## config.mk

```make
export PLATFORM = sky130hd
export DESIGN_NAME = bp_ctable_ctrl
export DESIGN_NICKNAME = d
export VERILOG_FILES = /design/src/rtl/bp_ctable_ctrl.sv
export SDC_FILE = /design/constraint.sdc
export NUM_CORES = 1
export LEC_CHECK = 0
export BUFFER_PORTS_ARGS = -buffer_cell sky130_fd_sc_hd__buf_2
export CAP_MARGIN = 40
export CORE_AREA = 2 2 86 88
export CTS_BUF_LIST = sky130_fd_sc_hd__clkbuf_2
export DETAILED_ROUTE_END_ITERATION = 8
export DIE_AREA = 0 0 88 90
export PLACE_DENSITY = 0.76
export SLEW_MARGIN = 20
export SYNTH_ARGS = -nofsm -noshare
export SYNTH_HDL_FRONTEND = slang
export SYNTH_SLANG_ARGS = --single-unit
```

## constraint.sdc

```tcl
create_clock -name clk_i -period 5.3 [get_ports clk_i]
set_input_delay 0.265 -clock clk_i [delete_from_list [all_inputs] [get_ports clk_i]]
set_output_delay 0.265 -clock clk_i [all_outputs]
set_load 0.02 [all_outputs]
```

## src/rtl/bp_ctable_ctrl.sv

```systemverilog
// Port sequencer for the bimodal predictor counter table held in a single-port RAM.
// Clears the table, queues EX resolutions, and interleaves lookups with counter RMW updates.
module bp_ctable_ctrl #(
    parameter int CTableSize   = 512,
    parameter int CounterLen   = 4,
    parameter int UpdFifoDepth = 4,
    parameter int MaxStall     = 4,
    localparam int IDXW        = $clog2(CTableSize)
) (
    input  logic                  clk_i,
    input  logic                  rst_ni,
    input  logic                  flush_i,
    output logic                  ready_o,
    input  logic                  lookup_req_i,
    input  logic [31:0]           lookup_pc_i,
    output logic                  lookup_ready_o,
    output logic                  lookup_valid_o,
    output logic                  lookup_taken_o,
    input  logic                  ex_br_valid_i,
    input  logic [31:0]           ex_br_instr_addr_i,
    input  logic                  ex_br_taken_i,
    output logic                  upd_drop_o,
    output logic                  tbl_req_o,
    output logic                  tbl_we_o,
    output logic [IDXW-1:0]       tbl_addr_o,
    output logic [CounterLen-1:0] tbl_wdata_o,
    input  logic [CounterLen-1:0] tbl_rdata_i
);

    localparam int PTRW = $clog2(UpdFifoDepth);
    localparam int SCW  = $clog2(MaxStall + 1);

    localparam logic [1:0] ST_INIT = 2'd0;
    localparam logic [1:0] ST_IDLE = 2'd1;
    localparam logic [1:0] ST_RD   = 2'd2;
    localparam logic [1:0] ST_WR   = 2'd3;

    localparam logic [CounterLen-1:0] CntMax = {1'b0, {(CounterLen-1){1'b1}}};
    localparam logic [CounterLen-1:0] CntMin = {1'b1, {(CounterLen-1){1'b0}}};

    logic [1:0]            state_q, state_d;
    logic [IDXW-1:0]       initIdx_q, initIdx_d;
    logic [SCW-1:0]        stallCnt_q, stallCnt_d;
    logic [CounterLen-1:0] cnt_q, cnt_d;
    logic                  lookupValid_q, lookupInit_q;

    logic [IDXW:0]         fifoMem_q [UpdFifoDepth];
    logic [PTRW:0]         wrPtr_q, rdPtr_q;

    logic                  fifoEmpty, fifoFull, pushReq, pushOk, pop;
    logic [IDXW-1:0]       lookupIdx, exIdx, headIdx;
    logic                  headTaken, lookupAcc;
    logic [CounterLen-1:0] satNext;
    logic                  unusedPcBits;

    assign lookupIdx    = lookup_pc_i[IDXW+1:2];
    assign exIdx        = ex_br_instr_addr_i[IDXW+1:2];
    assign unusedPcBits = ^{lookup_pc_i[31:IDXW+2], lookup_pc_i[1:0],
                            ex_br_instr_addr_i[31:IDXW+2], ex_br_instr_addr_i[1:0]};

    assign fifoEmpty = (wrPtr_q == rdPtr_q);
    assign fifoFull  = ((wrPtr_q - rdPtr_q) == (PTRW+1)'(UpdFifoDepth));
    assign {headIdx, headTaken} = fifoMem_q[rdPtr_q[PTRW-1:0]];

    assign ready_o        = (state_q != ST_INIT);
    assign lookup_ready_o = !((state_q == ST_WR) && (stallCnt_q == SCW'(MaxStall)));
    assign lookupAcc      = lookup_req_i && lookup_ready_o;
    assign lookup_valid_o = lookupValid_q;
    assign lookup_taken_o = lookupValid_q && (lookupInit_q || !tbl_rdata_i[CounterLen-1]);

    // Updates arriving while the table is being cleared are meaningless and vanish without a drop pulse.
    assign pushReq    = ex_br_valid_i && (state_q != ST_INIT) && !flush_i;
    assign pushOk     = pushReq && (!fifoFull || pop);
    assign upd_drop_o = pushReq && fifoFull && !pop;

    assign satNext = headTaken ? ((cnt_q == CntMax) ? cnt_q : cnt_q + CounterLen'(1))
                               : ((cnt_q == CntMin) ? cnt_q : cnt_q - CounterLen'(1));

    always_comb begin
        state_d     = state_q;
        initIdx_d   = initIdx_q;
        stallCnt_d  = stallCnt_q;
        cnt_d       = cnt_q;
        tbl_req_o   = 1'b0;
        tbl_we_o    = 1'b0;
        tbl_addr_o  = lookupIdx;
        tbl_wdata_o = '0;
        pop         = 1'b0;
        case (state_q)
            ST_INIT: begin
                tbl_req_o  = 1'b1;
                tbl_we_o   = 1'b1;
                tbl_addr_o = initIdx_q;
                initIdx_d  = initIdx_q + IDXW'(1);
                if (initIdx_q == IDXW'(CTableSize - 1)) begin
                    state_d = ST_IDLE;
                end
            end
            ST_IDLE: begin
                if (lookupAcc) begin
                    tbl_req_o = 1'b1;
                end else if (!fifoEmpty && !flush_i) begin
                    tbl_req_o  = 1'b1;
                    tbl_addr_o = headIdx;
                    state_d    = ST_RD;
                end
            end
            ST_RD: begin
                cnt_d      = tbl_rdata_i;
                stallCnt_d = '0;
                state_d    = ST_WR;
                tbl_req_o  = lookupAcc;
            end
            ST_WR: begin
                // A flush here abandons the RMW so the stale counter never reaches the table.
                if (lookupAcc) begin
                    tbl_req_o  = 1'b1;
                    stallCnt_d = stallCnt_q + SCW'(1);
                end else if (!flush_i) begin
                    tbl_req_o   = 1'b1;
                    tbl_we_o    = 1'b1;
                    tbl_addr_o  = headIdx;
                    tbl_wdata_o = satNext;
                    pop         = 1'b1;
                    state_d     = ST_IDLE;
                end
            end
            default: state_d = ST_INIT;
        endcase
        if (flush_i) begin
            state_d   = ST_INIT;
            initIdx_d = '0;
        end
    end

    always_ff @(posedge clk_i or negedge rst_ni) begin
        if (!rst_ni) begin
            state_q       <= ST_INIT;
            initIdx_q     <= '0;
            stallCnt_q    <= '0;
            cnt_q         <= '0;
            lookupValid_q <= 1'b0;
            lookupInit_q  <= 1'b0;
            wrPtr_q       <= '0;
            rdPtr_q       <= '0;
        end else begin
            state_q       <= state_d;
            initIdx_q     <= initIdx_d;
            stallCnt_q    <= stallCnt_d;
            cnt_q         <= cnt_d;
            lookupValid_q <= lookupAcc;
            lookupInit_q  <= (state_q == ST_INIT);
            if (flush_i) begin
                wrPtr_q <= '0;
                rdPtr_q <= '0;
            end else begin
                if (pushOk) wrPtr_q <= wrPtr_q + (PTRW+1)'(1);
                if (pop)    rdPtr_q <= rdPtr_q + (PTRW+1)'(1);
            end
        end
    end

    always_ff @(posedge clk_i) begin
        if (pushOk) begin
            fifoMem_q[wrPtr_q[PTRW-1:0]] <= {exIdx, ex_br_taken_i};
        end
    end

endmodule

```

Word-level counts from Yosys, hierarchy flattened. Memories as Yosys holds them, arrays and structs flattened. Cells that the tools add are included.

Memory bits (writable): 40. Register bits: 26. Logic and storage cells: 90. Input bits: 74. Output and inout bits: 20. Memories kept: 1.

$add $sub $neg: 7. Muxes and demuxes: 35. Eq/ne operators: 14. Reductions and logical operators: 25.

Memory list: fifoMem_q (depth 4, bits a word 10, rd ports 1, clocked after memory_dff 0, write ports 1, RTL line 47) `logic [IDXW:0] fifoMem_q [UpdFifoDepth];`.

Operator list (number): $mux W9 (6); $pmux W9 S3 (1); $mux W4 (6); $mux W3 (5); $ne A3 B3 Y1 const B (4); $mux W2 (5); $reduce_bool A2 Y1 (5); $add A3 B1 Y3 const B (3); $add A9 B1 Y9 const B (1); $eq A9 B9 Y1 const B (1); $logic_and A1 B1 Y1 (9); $mux W1 (8); $pmux W2 S4 (1); $eq A3 B3 Y1 const B (2); $logic_not A1 Y1 (6); $pmux W3 S2 (1); $add A4 B1 Y4 const B (1); $eq A2 B2 Y1 const B (2); $eq A4 B3 Y1 const B (1); $eq A4 B4 Y1 const B (1); $pmux W1 S4 (1); $reduce_and A4 Y1 (1); $sub A4 B1 Y4 const B (1); $eq A3 B3 Y1 (1); 7 further kinds (8).

Logic depth before layout (Yosys ltp).
Depth in word-level cells: 10. Depth in mapped cells: 8. Depth with buffers taken out: 7.

Least setup slack after synthesis. OpenSTA, ideal clock, no wires.

Path type: register -> output. Start: reg rdPtr_q[1]. End: out tbl_addr_o[0]. Required time: 5.035 ns. Slack: 3.021 ns. Arrival time: 2.014 ns. Path buffers: 2. Cell stages (with the launch flop): 9. Cells stage by stage: dfrtp_1 > buf_4 > inv_1 > ha_1 > and2_1 > clkbuf_1 > a31o_1 > nor4_4 > a221o_1.

Cells in the longest elaborated chain, start to end: 6. Elaborated cells between the ends (all ways): 9. Classes of those cells: 1 x eq/ne; 5 x mux; 2 x reduce/logical; 1 x memory.

RTL lines: start, declared (RTL line 48) `logic [PTRW:0] wrPtr_q, rdPtr_q;`; start signal, assigned (RTL line 158) `if (pop) rdPtr_q <= rdPtr_q + (PTRW+1)'(1);`; $eq A3 B3 Y1 (RTL line 61) `assign fifoEmpty = (wrPtr_q == rdPtr_q);`; $logic_not A1 Y1 (RTL line 102) `end else if (!fifoEmpty && !flush_i) begin`; $logic_and A1 B1 Y1 (RTL line 102); $mux W9 (RTL line 102); $mux W9 (RTL line 100) `if (lookupAcc) begin`; $pmux W9 S3 * (RTL line 89) `case (state_q)`; end, declared (RTL line 25) `output logic [IDXW-1:0] tbl_addr_o,`.

Mark *: on every way between the ends. The rest lies on a longest branch, timed or not.

Worst setup path after layout.
Start: reg rdPtr_q[0]. End: out tbl_addr_o[8].

Same word-level chain as after synthesis.

==> flow_metrics.tcl <==
set metrics [dict create \
    cp_data_arrival_time_ns 3.09 \
    antenna_found_initial 0 \
    min_path_cells 4 \
    antenna_cells 0 \
    critPathBufInv 1 \
    clock_path_buffers 2 \
    grt_pass1_wl_um 10700 \
    critPathTopFamily "flip-flops" \
    p_leak_nw 1.64 \
    crit_start "rdPtr_q[0]" \
    io_pins 94 \
    cts_buffers 9 \
    timing.hold.ws_ns 0.146 \
    clk_latency_ns 0.48 \
    fillers 565 \
    crit_path_end_kind "output pin" \
    layout_common_cells "buf_2, edfxtp_1, dfrtp_1, nor2_1, ha_1" \
    syn_area_um2 3430 \
    rows 31 \
    crit_fanout 13 \
    start_util_pct 48.8 \
    grt_max_degree 30 \
    synth_nets 363 \
    p_per_area_nw_per_um2 328 \
    setup_viol 0 \
    total_power_w 0.00131 \
    cp.required_ns 5.04 \
    tritoncts "built" \
    area_growth_pct 16.4 \
    cts_setup_buffers 0 \
    path_depth 6 \
    first_pass_iters 4 \
    die_w_um 88 \
    critPathSlowestCell "dfrtp_1" \
    htreeDepth 3 \
    timing.fmax_mhz 298 \
    vdd_ir_drop_max_uv 190 \
    final_max_slew_viol_count 0 \
    clockRootBuffer "clkbuf_2" \
    max_cap_violations 0 \
    grt_overflow 0 \
    drcViolationCount 0 \
    port_buffers 47 \
    reg2regPathDepth 5 \
    worstReg2RegStart "state_q[1]" \
    synth_cell_types 50 \
    slew_headroom_pct 50.3 \
    ys_seq_area_share_pct 54.1 \
    avgViaCountPerCell 5.37 \
    dpl.hpwl_um 4660 \
    criticalPathCategory "reg2out" \
    worst_setup_path_start_kind "flip-flop" \
    gp_congestion 0.784 \
    rsz0062_at_grt "false" \
    nets 424 \
    hp-class "in2reg" \
    hold_end "stallCnt_q[1]" \
    final_common_cell "buf_2" \
    report.final.hold_viol_count 0 \
    r2r_setup_slack_ns 2.56 \
    syn_avg_cell_area_um2 12.6 \
    dr_total_vias 2346 \
    cp_slowest_stage_delay_ns 0.86 \
    cts_resized 0 \
    synth_cells 272 \
    synth_ff_type "edfxtp_1" \
    path_cells "ha_1 -> and2_1 -> a31o_1 -> nor4_4 -> a221o_1 -> buf_2" \
    first_global_vias 2257 \
    post-route-min-period_ns 3.36 \
    timing.rr.end "fifoMem_q[3][1]" \
    synth-edff-count 40 \
    die_y_um 90 \
    tns_ns 0 \
    grt_util_all_layers_pct 17.5 \
    wl_um 6610 \
    synth-seq-cells 66 \
    skew_ns 0.0332 \
    fp.coreArea_um2 7020 \
    dieArea_um2 7920 \
    wire_per_inst_um 15.1 \
    hold_path_startpoint "lookup_req_i" \
    outcome "completed" \
    ant_nets 0 \
    tightest_slew_ns 0.739 \
    fin_crit_sh_pct 63.4 \
    drive_above_1_share_pct 25.1 \
    cts_sinks 66 \
    cts.clk_slew.worst_paths_ns 0.21 \
    async_flop_share_pct 39.4 \
    dr.first_iter.drc_count 141 \
    yosysWarningCount 0 \
]
per-layer routing:
metal / share of wire, % / track usage [%] / vias to the layer above / wire (um)
met1: 45 / 23.4 / 1151 / 2960
li1: - / - / 1139 / -
met2: 50 / 27.9 / 51 / 3330
met5: 0 / 0 / - / 0
met3: 4.2 / 4.41 / 5 / 280
met4: 0.59 / 5.90 / 0 / 39
stage by stage:
stage / std cells / instance area, um^2 / util, % / setup slack (ns)
floorplan: 272 / 3430 / - / 3.02
global placement: 406 / 3710 / 52.9 / 2.49
detailed placement: 406 / 3710 / 52.9 / 2.45
CTS: 437 / 3990 / 56.8 / 1.85
global route: 437 / 3990 / 56.8 / 1.65
finish: 437 / 3990 / 56.8 / 1.94
where the power goes:
group | switching [W] | total [W] | internal [W]
logic | 0.000202 | 0.000356 | 0.000154
registers | 0.0000471 | 0.000637 | 0.000590
clock network | 0.000199 | 0.000316 | 0.000117
total | 0.000448 | 0.00131 | 0.000861
cell families after synthesis:
logic type | count (synthesis) | synth area share (%)
flops | 66 | 54.1
simple gates | 87 | 13.8
fa+ha+maj | 17 | 6.21
xor+xnor | 13 | 3.54
compound gates | 41 | 8.69
mux | 19 | 9.68
buf+inv | 29 | 4.02
flip-flops by register name (all words and copies together), names as in the netlist:
register        cells
fifoMem_q          40
lookupInit_q        1
initIdx_q           9
rdPtr_q             3
stallCnt_q          3
state_q             2
wrPtr_q             3
cnt_q               4
lookup_valid_o      1
what timing repair did:
action,4_1_cts,5_1_grt
setup endpoints to repair,0,0
hold buffers,15,0
hold endpoints to repair,70,0
cell usage after synthesis (6+ instances only):
master	n	area share, %
edfxtp_1	40	35
dfrtp_1	26	19
nor2_1	21	2.3
ha_1	17	6.2
inv_1	15	1.6
nand2_1	14	1.5
mux4_2	11	7.2
and3_1	10	1.8
o21ai_0	10	1.5
a221o_1	9	2.6
a21oi_1	7	1.0
nand3_1	7	1.0
nand4_1	7	1.3
xnor2_1	7	1.8
and2_1	6	1.1
nor3_1	6	0.88
cell type report:
type | instances | area, um^2 | share of cell area (%)
clock buffer | 9 | 45.0 | 1.13
clock inverter | 7 | 82.6 | 2.07
tap | 99 | 124 | 3.11
sequential | 66 | 1850 | 46.4
timing repair buffer | 62 | 385 | 9.66
inverter | 17 | 63.8 | 1.60
multi-input combinational | 177 | 1440 | 36.0
worst max path at each step:
stage | endpoint | slack (ns)
detailed placement | tbl_addr_o[8] | 2.45
global route | tbl_addr_o[8] | 1.65
CTS | tbl_addr_o[8] | 1.85
global placement | tbl_addr_o[8] | 2.49
floorplan | tbl_addr_o[0] | 3.02
finish | tbl_addr_o[8] | 1.94
tightest hold or removal path, stage by stage:
cell,delay (ns)
buf_2,0.11
a21oi_1,0.06
a21oi_1,0.10
o21ai_0,0.07
Power figures use the tool's default switching activity.
